<file path="config.mk">
export PLATFORM = sky130hd
export DESIGN_NAME = fifo_wr_arbiter
export DESIGN_NICKNAME = d
export VERILOG_FILES = /design/src/rtl/fifo_wr_arbiter_pkg.sv /design/src/rtl/fifo_wr_arbiter_rr_pick.sv /design/src/rtl/fifo_wr_arbiter.sv
export SDC_FILE = /design/constraint.sdc
export NUM_CORES = 1
export LEC_CHECK = 0
export BUFFER_PORTS_ARGS = -buffer_cell sky130_fd_sc_hd__buf_2
export CELL_PAD_IN_SITES_DETAIL_PLACEMENT = 1
export CELL_PAD_IN_SITES_GLOBAL_PLACEMENT = 1
export CORE_AREA = 2 2 71 56
export DETAILED_ROUTE_END_ITERATION = 10
export DIE_AREA = 0 0 73 58
export PLACE_DENSITY = 0.78
export SLEW_MARGIN = 10
export SYNTH_ARGS = -nofsm -noshare
export SYNTH_HDL_FRONTEND = slang
export SYNTH_SLANG_ARGS = --single-unit
</file>
<file path="constraint.sdc">
create_clock -name wclk -period 3.6 [get_ports wclk]
set_clock_uncertainty 0.1 [all_clocks]
set_input_delay 0 -clock wclk [delete_from_list [all_inputs] [get_ports wclk]]
set_output_delay 0 -clock wclk [all_outputs]
set_load 0.02 [all_outputs]
</file>
<file path="src/rtl/fifo_wr_arbiter_pkg.sv">
// Shared types and helpers for the FIFO write-port arbiter.
// Contents:
//   arb_state_e    - arbiter FSM state (idle / burst in progress)
//   *_DEF          - default parameter values and derived widths
//   idx_w / cnt_w  - width helpers for requester index and beat counter
//   wrap_inc       - increment with explicit wrap at n-1 -> 0
package fifo_arb_pkg;

    typedef enum logic {
        ARB_IDLE  = 1'b0,
        ARB_BURST = 1'b1
    } arb_state_e;

    localparam int unsigned NUM_REQ_DEF   = 4;
    localparam int unsigned DATA_W_DEF    = 8;
    localparam int unsigned MAX_BURST_DEF = 4;
    localparam int unsigned IDX_W_DEF     = $clog2(NUM_REQ_DEF);
    localparam int unsigned CNT_W_DEF     = $clog2(MAX_BURST_DEF + 1);

    function automatic int unsigned idx_w(input int unsigned num_req);
        return (num_req < 2) ? 1 : $clog2(num_req);
    endfunction

    function automatic int unsigned cnt_w(input int unsigned max_burst);
        return $clog2(max_burst + 1);
    endfunction

    // Works for any n, not only powers of two.
    function automatic int unsigned wrap_inc(input int unsigned v, input int unsigned n);
        return (v >= n - 1) ? 0 : v + 1;
    endfunction

endpackage

</file>
<file path="src/rtl/fifo_wr_arbiter_rr_pick.sv">
// Combinational round-robin picker.
// Ports:
//   req_i    - request vector
//   start_i  - highest-priority index for this search
//   found_o  - at least one request is set
//   idx_o    - first requesting index at or after start_i, modulo NUM_REQ
module rr_pick #(
    parameter int unsigned NUM_REQ = 4
) (
    input  logic [NUM_REQ-1:0]         req_i,
    input  logic [$clog2(NUM_REQ)-1:0] start_i,
    output logic                       found_o,
    output logic [$clog2(NUM_REQ)-1:0] idx_o
);

    localparam int unsigned IDX_W = $clog2(NUM_REQ);

    always_comb begin
        // NOTE: every output gets a default before the search so that no
        // path leaves it unassigned; otherwise a latch would be inferred.
        found_o = 1'b0;
        idx_o   = '0;
        for (int k = 0; k < int'(NUM_REQ); k++) begin
            automatic int unsigned pos = 32'(start_i) + 32'(k);
            automatic logic [IDX_W-1:0] p;
            if (pos >= NUM_REQ) begin
                pos = pos - NUM_REQ;
            end
            p = IDX_W'(pos);
            if (!found_o && req_i[p]) begin
                found_o = 1'b1;
                idx_o   = p;
            end
        end
    end

endmodule

</file>
<file path="src/rtl/fifo_wr_arbiter.sv">
// Round-robin write-port arbiter with burst lock for the async FIFO.
// A granted requester keeps the port until it flags last_i or MAX_BURST
// beats are accepted. Data and strobe pass through combinationally.
// Ports:
//   wclk, wrst   - write clock, synchronous active-high reset
//   req_i        - per-requester beat valid
//   data_i       - per-requester data, slice i = [i*DATA_W +: DATA_W]
//   last_i       - per-requester last-beat marker (qualified by req_i)
//   wfull_i      - FIFO full flag; blocks acceptance
//   gnt_o        - one-hot grant, zero when nobody is granted
//   wincr_o      - FIFO write strobe (beat accepted this cycle)
//   wdata_o      - data of the granted requester, zero when no grant
//   busy_o       - high while a burst holds the port
//   owner_o      - current or most recent granted index
module fifo_wr_arbiter
    import fifo_arb_pkg::*;
#(
    parameter int unsigned NUM_REQ   = 4,
    parameter int unsigned DATA_W    = 8,
    parameter int unsigned MAX_BURST = 4
) (
    input  logic                        wclk,
    input  logic                        wrst,
    input  logic [NUM_REQ-1:0]          req_i,
    input  logic [NUM_REQ*DATA_W-1:0]   data_i,
    input  logic [NUM_REQ-1:0]          last_i,
    input  logic                        wfull_i,
    output logic [NUM_REQ-1:0]          gnt_o,
    output logic                        wincr_o,
    output logic [DATA_W-1:0]           wdata_o,
    output logic                        busy_o,
    output logic [$clog2(NUM_REQ)-1:0]  owner_o
);

    localparam int unsigned IDX_W = idx_w(NUM_REQ);
    localparam int unsigned CNT_W = cnt_w(MAX_BURST);

    arb_state_e       state_q;
    logic [IDX_W-1:0] owner_q;
    logic [IDX_W-1:0] rr_ptr_q;
    logic [CNT_W-1:0] beat_cnt_q;
    logic [CNT_W-1:0] beat_cnt_d;

    logic             pick_found;
    logic [IDX_W-1:0] pick_idx;
    logic [IDX_W-1:0] gnt_idx;
    logic             gnt_vld;
    logic             req_sel;
    logic             last_sel;
    logic             accept;
    logic             burst_end;

    rr_pick #(
        .NUM_REQ (NUM_REQ)
    ) u_rr_pick (
        .req_i   (req_i),
        .start_i (rr_ptr_q),
        .found_o (pick_found),
        .idx_o   (pick_idx)
    );

    always_comb begin
        // In BURST the owner holds the grant even with req_i low (bubble).
        gnt_idx  = (state_q == ARB_BURST) ? owner_q : pick_idx;
        gnt_vld  = !wrst && ((state_q == ARB_BURST) || pick_found);
        gnt_o    = '0;
        wdata_o  = '0;
        req_sel  = 1'b0;
        last_sel = 1'b0;
        for (int i = 0; i < int'(NUM_REQ); i++) begin
            if (gnt_vld && (gnt_idx == IDX_W'(i))) begin
                gnt_o[i] = 1'b1;
                wdata_o  = data_i[i*DATA_W +: DATA_W];
                req_sel  = req_i[i];
                last_sel = last_i[i];
            end
        end
        accept     = req_sel && !wfull_i;
        wincr_o    = accept;
        beat_cnt_d = beat_cnt_q + CNT_W'(1);
        // In IDLE beat_cnt_q is 0, so this also covers MAX_BURST == 1.
        burst_end  = last_sel || (beat_cnt_d == CNT_W'(MAX_BURST));
    end

    assign busy_o  = !wrst && (state_q == ARB_BURST);
    assign owner_o = wrst ? '0 : owner_q;

    always_ff @(posedge wclk) begin
        // NOTE: state registers use non-blocking assignments so every
        // register samples the values from before this edge.
        if (wrst) begin
            state_q    <= ARB_IDLE;
            owner_q    <= '0;
            rr_ptr_q   <= '0;
            beat_cnt_q <= '0;
        end else begin
            case (state_q)
                ARB_IDLE: begin
                    // wfull_i stall: nothing changes, re-arbitrate next cycle.
                    if (accept) begin
                        owner_q <= gnt_idx;
                        if (burst_end) begin
                            rr_ptr_q <= IDX_W'(wrap_inc(32'(gnt_idx), NUM_REQ));
                        end else begin
                            state_q    <= ARB_BURST;
                            beat_cnt_q <= beat_cnt_d;
                        end
                    end
                end
                ARB_BURST: begin
                    if (accept) begin
                        if (burst_end) begin
                            state_q    <= ARB_IDLE;
                            beat_cnt_q <= '0;
                            rr_ptr_q   <= IDX_W'(wrap_inc(32'(owner_q), NUM_REQ));
                        end else begin
                            beat_cnt_q <= beat_cnt_d;
                        end
                    end
                end
                default: state_q <= ARB_IDLE;
            endcase
        end
    end

endmodule

</file>
==> flow_summary.yaml <==
synth:
  netlist_top_cells_count: "nor2_1 (24), a21oi_1 (14), nor3_1 (10)"
  synth.most_common_cell: "nor2_1"
  synthCells: 141
  synth_cell_type_count: 36
  avgSynthCellArea_um2: 6.86
  yosys-top-cells-area: "dfxtp_1 (17%), nor2_1 (9.3%), ha_1 (7.8%)"
  syn-cell-area_um2: 967
  ys.flop_type: "dfxtp_1"
  synth_top_area_share_pct: 16.6
  yosys_warnings: 0
  synth_nets: 190
  synth_area_leader_cell: "dfxtp_1"
  synth_seq_cells: 8
  async_flop_share_pct: 0
  ys_seq_area_share_pct: 16.6
  synth_edf_count: 0
global_route:
  grt_first_pass_wirelength_um: 5590
  antenna_found_initial: 0
  grt_pass1_vias: 1190
  grt-ovfl-total: 0
  track_usage_pct: 16.5
  grt_start_max_net_pins: 14
worst_setup_path:
  cp.required_ps: 3500
  end_kind: "output port"
  reg2regPathDepth: 11
  rrSetupSlack_ps: 470
  reg2reg_from: "rr_ptr_q[1]"
  cp.arrival_ps: 3100
  worst-setup-path-type: "register to output port"
  reg2reg_to: "owner_q[0]"
  critPathLaunchType: "register"
  crit_fanout: 12
die:
  dieArea_um2: 4230
  placementRows: 19
  fp.coreArea_um2: 3540
  initial_core_util_pct: 27.3
  die_h_um: 58
  die_w_um: 73
  num_io_pins: 59
run:
  max-cap-violations: 0
finish:
  antenna_cells: 0
  area_growth_pct: 35.7
  layout.nets: 245
  nFillCells: 479
  layout-drive-gt1-share_pct: 35.6
drt:
  drc: 0
  drt_pre_antenna_iters: 4
  num_vias: 1154
  drt_iter0_markers: 30
  routed_wl_um: 3350
  routedWlPerCell_um: 14.2
  routed_via_density: 4.89
  ant_nets: 0
cts:
  numCtsBuffers: 3
  clock_latency_ps: 230
  clk_pin_slew_ps: 40
  tritoncts: "yes"
  clock-root-buffer: "clkbuf_8"
  post-cts-setup-buffers: 0
  cts-resized-gates: 0
  cts_max_level: 1
  clockBufferDepth: 2
  cts_hold_buf: 0
  cts.sinks: 8
sta:
  slew_headroom_pct: 54.3
  finalSetupViolations: 0
  max_freq_mhz: 312
  post-route-min-period_ps: 3200
  slew_violations: 0
  tns_ps: 0
  rsz0062_at_grt: "false"
  worstMarginPinSlew_ps: 683
  final_hold_viol_count: 0
  holdWs_ps: 19.0
  finalCritPeriodShare_pct: 88.9
place:
  globalplace.congestion: 0.734
  hpwlAfterDp_um: 2760
  port_buffers: 58
min_path:
  hp-start: "wrst"
  worstHoldPathCells: 2
  min_to: "owner_q[1]"
  hold_class: "input port to register"
power_and_ir_drop:
  peakVddDrop_mv: 0.163
  p_leak_uw: 0.000637
  powerDensity_nw_per_um2: 402
run_status:
  status: "completed"
cell families (layout without fill, tap and decap cells):
group	count (synthesis)	in the layout	synth area share (%)
buffers and inverters	19	72	9.18
flip-flops	8	8	16.6
AND/OR/NAND/NOR	56	56	26.8
adder cells (fa/ha/maj)	6	6	7.76
multiplexers	3	3	3.10
AO/OA/AOI/OAI	48	48	35.7
XOR/XNOR	1	1	0.906
per-layer routing:
metal  global-route usage [%]  vias up  wire length (um)
met5                        0        -                 0
met4                     3.97        0                39
met3                     2.43        4                73
met2                     26.5       19              1610
met1                     23.3      522              1630
li1                         -      609                 -
worst max path at each step:
stage / endpoint / slack [ps] / from
global route: wdata_o[7] / 3 / rr_ptr_q[1]
CTS: wdata_o[7] / 400 / rr_ptr_q[1]
global placement: beat_cnt_q[0] / 590 / rr_ptr_q[1]
detailed placement: beat_cnt_q[2] / 510 / rr_ptr_q[1]
finish: wdata_o[7] / 400 / rr_ptr_q[1]
floorplan: beat_cnt_q[2] / 900 / rr_ptr_q[1]
final cells by class:
class	count	area (um2)	area share [%]
clock buffer	3	41.3	3.15
tap	42	52.6	4.00
multi-input combinational	114	718	54.7
timing repair buffer	59	298	22.7
sequential	8	160	12.2
inverter	10	42.5	3.24
per-stage QoR:
stage               worst slack [ps]  total power, uW  cells  instance area (um2)  utilization [%]
detailed placement               506              424    233                 1270             35.9
CTS                              399              535    236                 1310             37.1
global placement                 592              421    233                 1270             35.9
global route                    3.04              580    236                 1310             37.1
finish                           398              528    236                 1310             37.1
floorplan                        905              337    141                  967                -
power breakdown:
part	internal, uW	total [uW]	leakage (uW)	switching, uW
sequential	97.3	113	0.0000648	15.8
combinational	124	309	0.000550	184
clock	72.3	106	0.0000216	33.9
total	294	528	0.000637	234
cells in the final DEF (no fill, tap or decap), drive strengths merged, types with 2 or more instances in the layout:
| cell type | n |
|---|---|
| a21o | 2 |
| ha | 6 |
| nor2b | 6 |
| a211o | 2 |
| dfxtp | 8 |
| a21oi | 16 |
| o21a | 3 |
| nor3 | 10 |
| a221oi | 8 |
| clkbuf | 3 |
| clkinv | 2 |
| nor2 | 24 |
| buf | 59 |
| o21ai | 9 |
| inv | 8 |
| mux2i | 3 |
| nand2 | 9 |
| nand2b | 3 |
worst max-delay path, stage by stage, from the launching register on:
cell and delay (ps):
dfxtp_1 480, mux2i_1 270, nor2_1 60, a211o_1 280, o21a_1 210, inv_1 110
ha_1 430, nor2b_1 270, a221oi_1 320, nor3_1 80, a21oi_1 150, nor2_1 50
buf_2 170
Note: power is estimated with default switching activity, not from simulation.
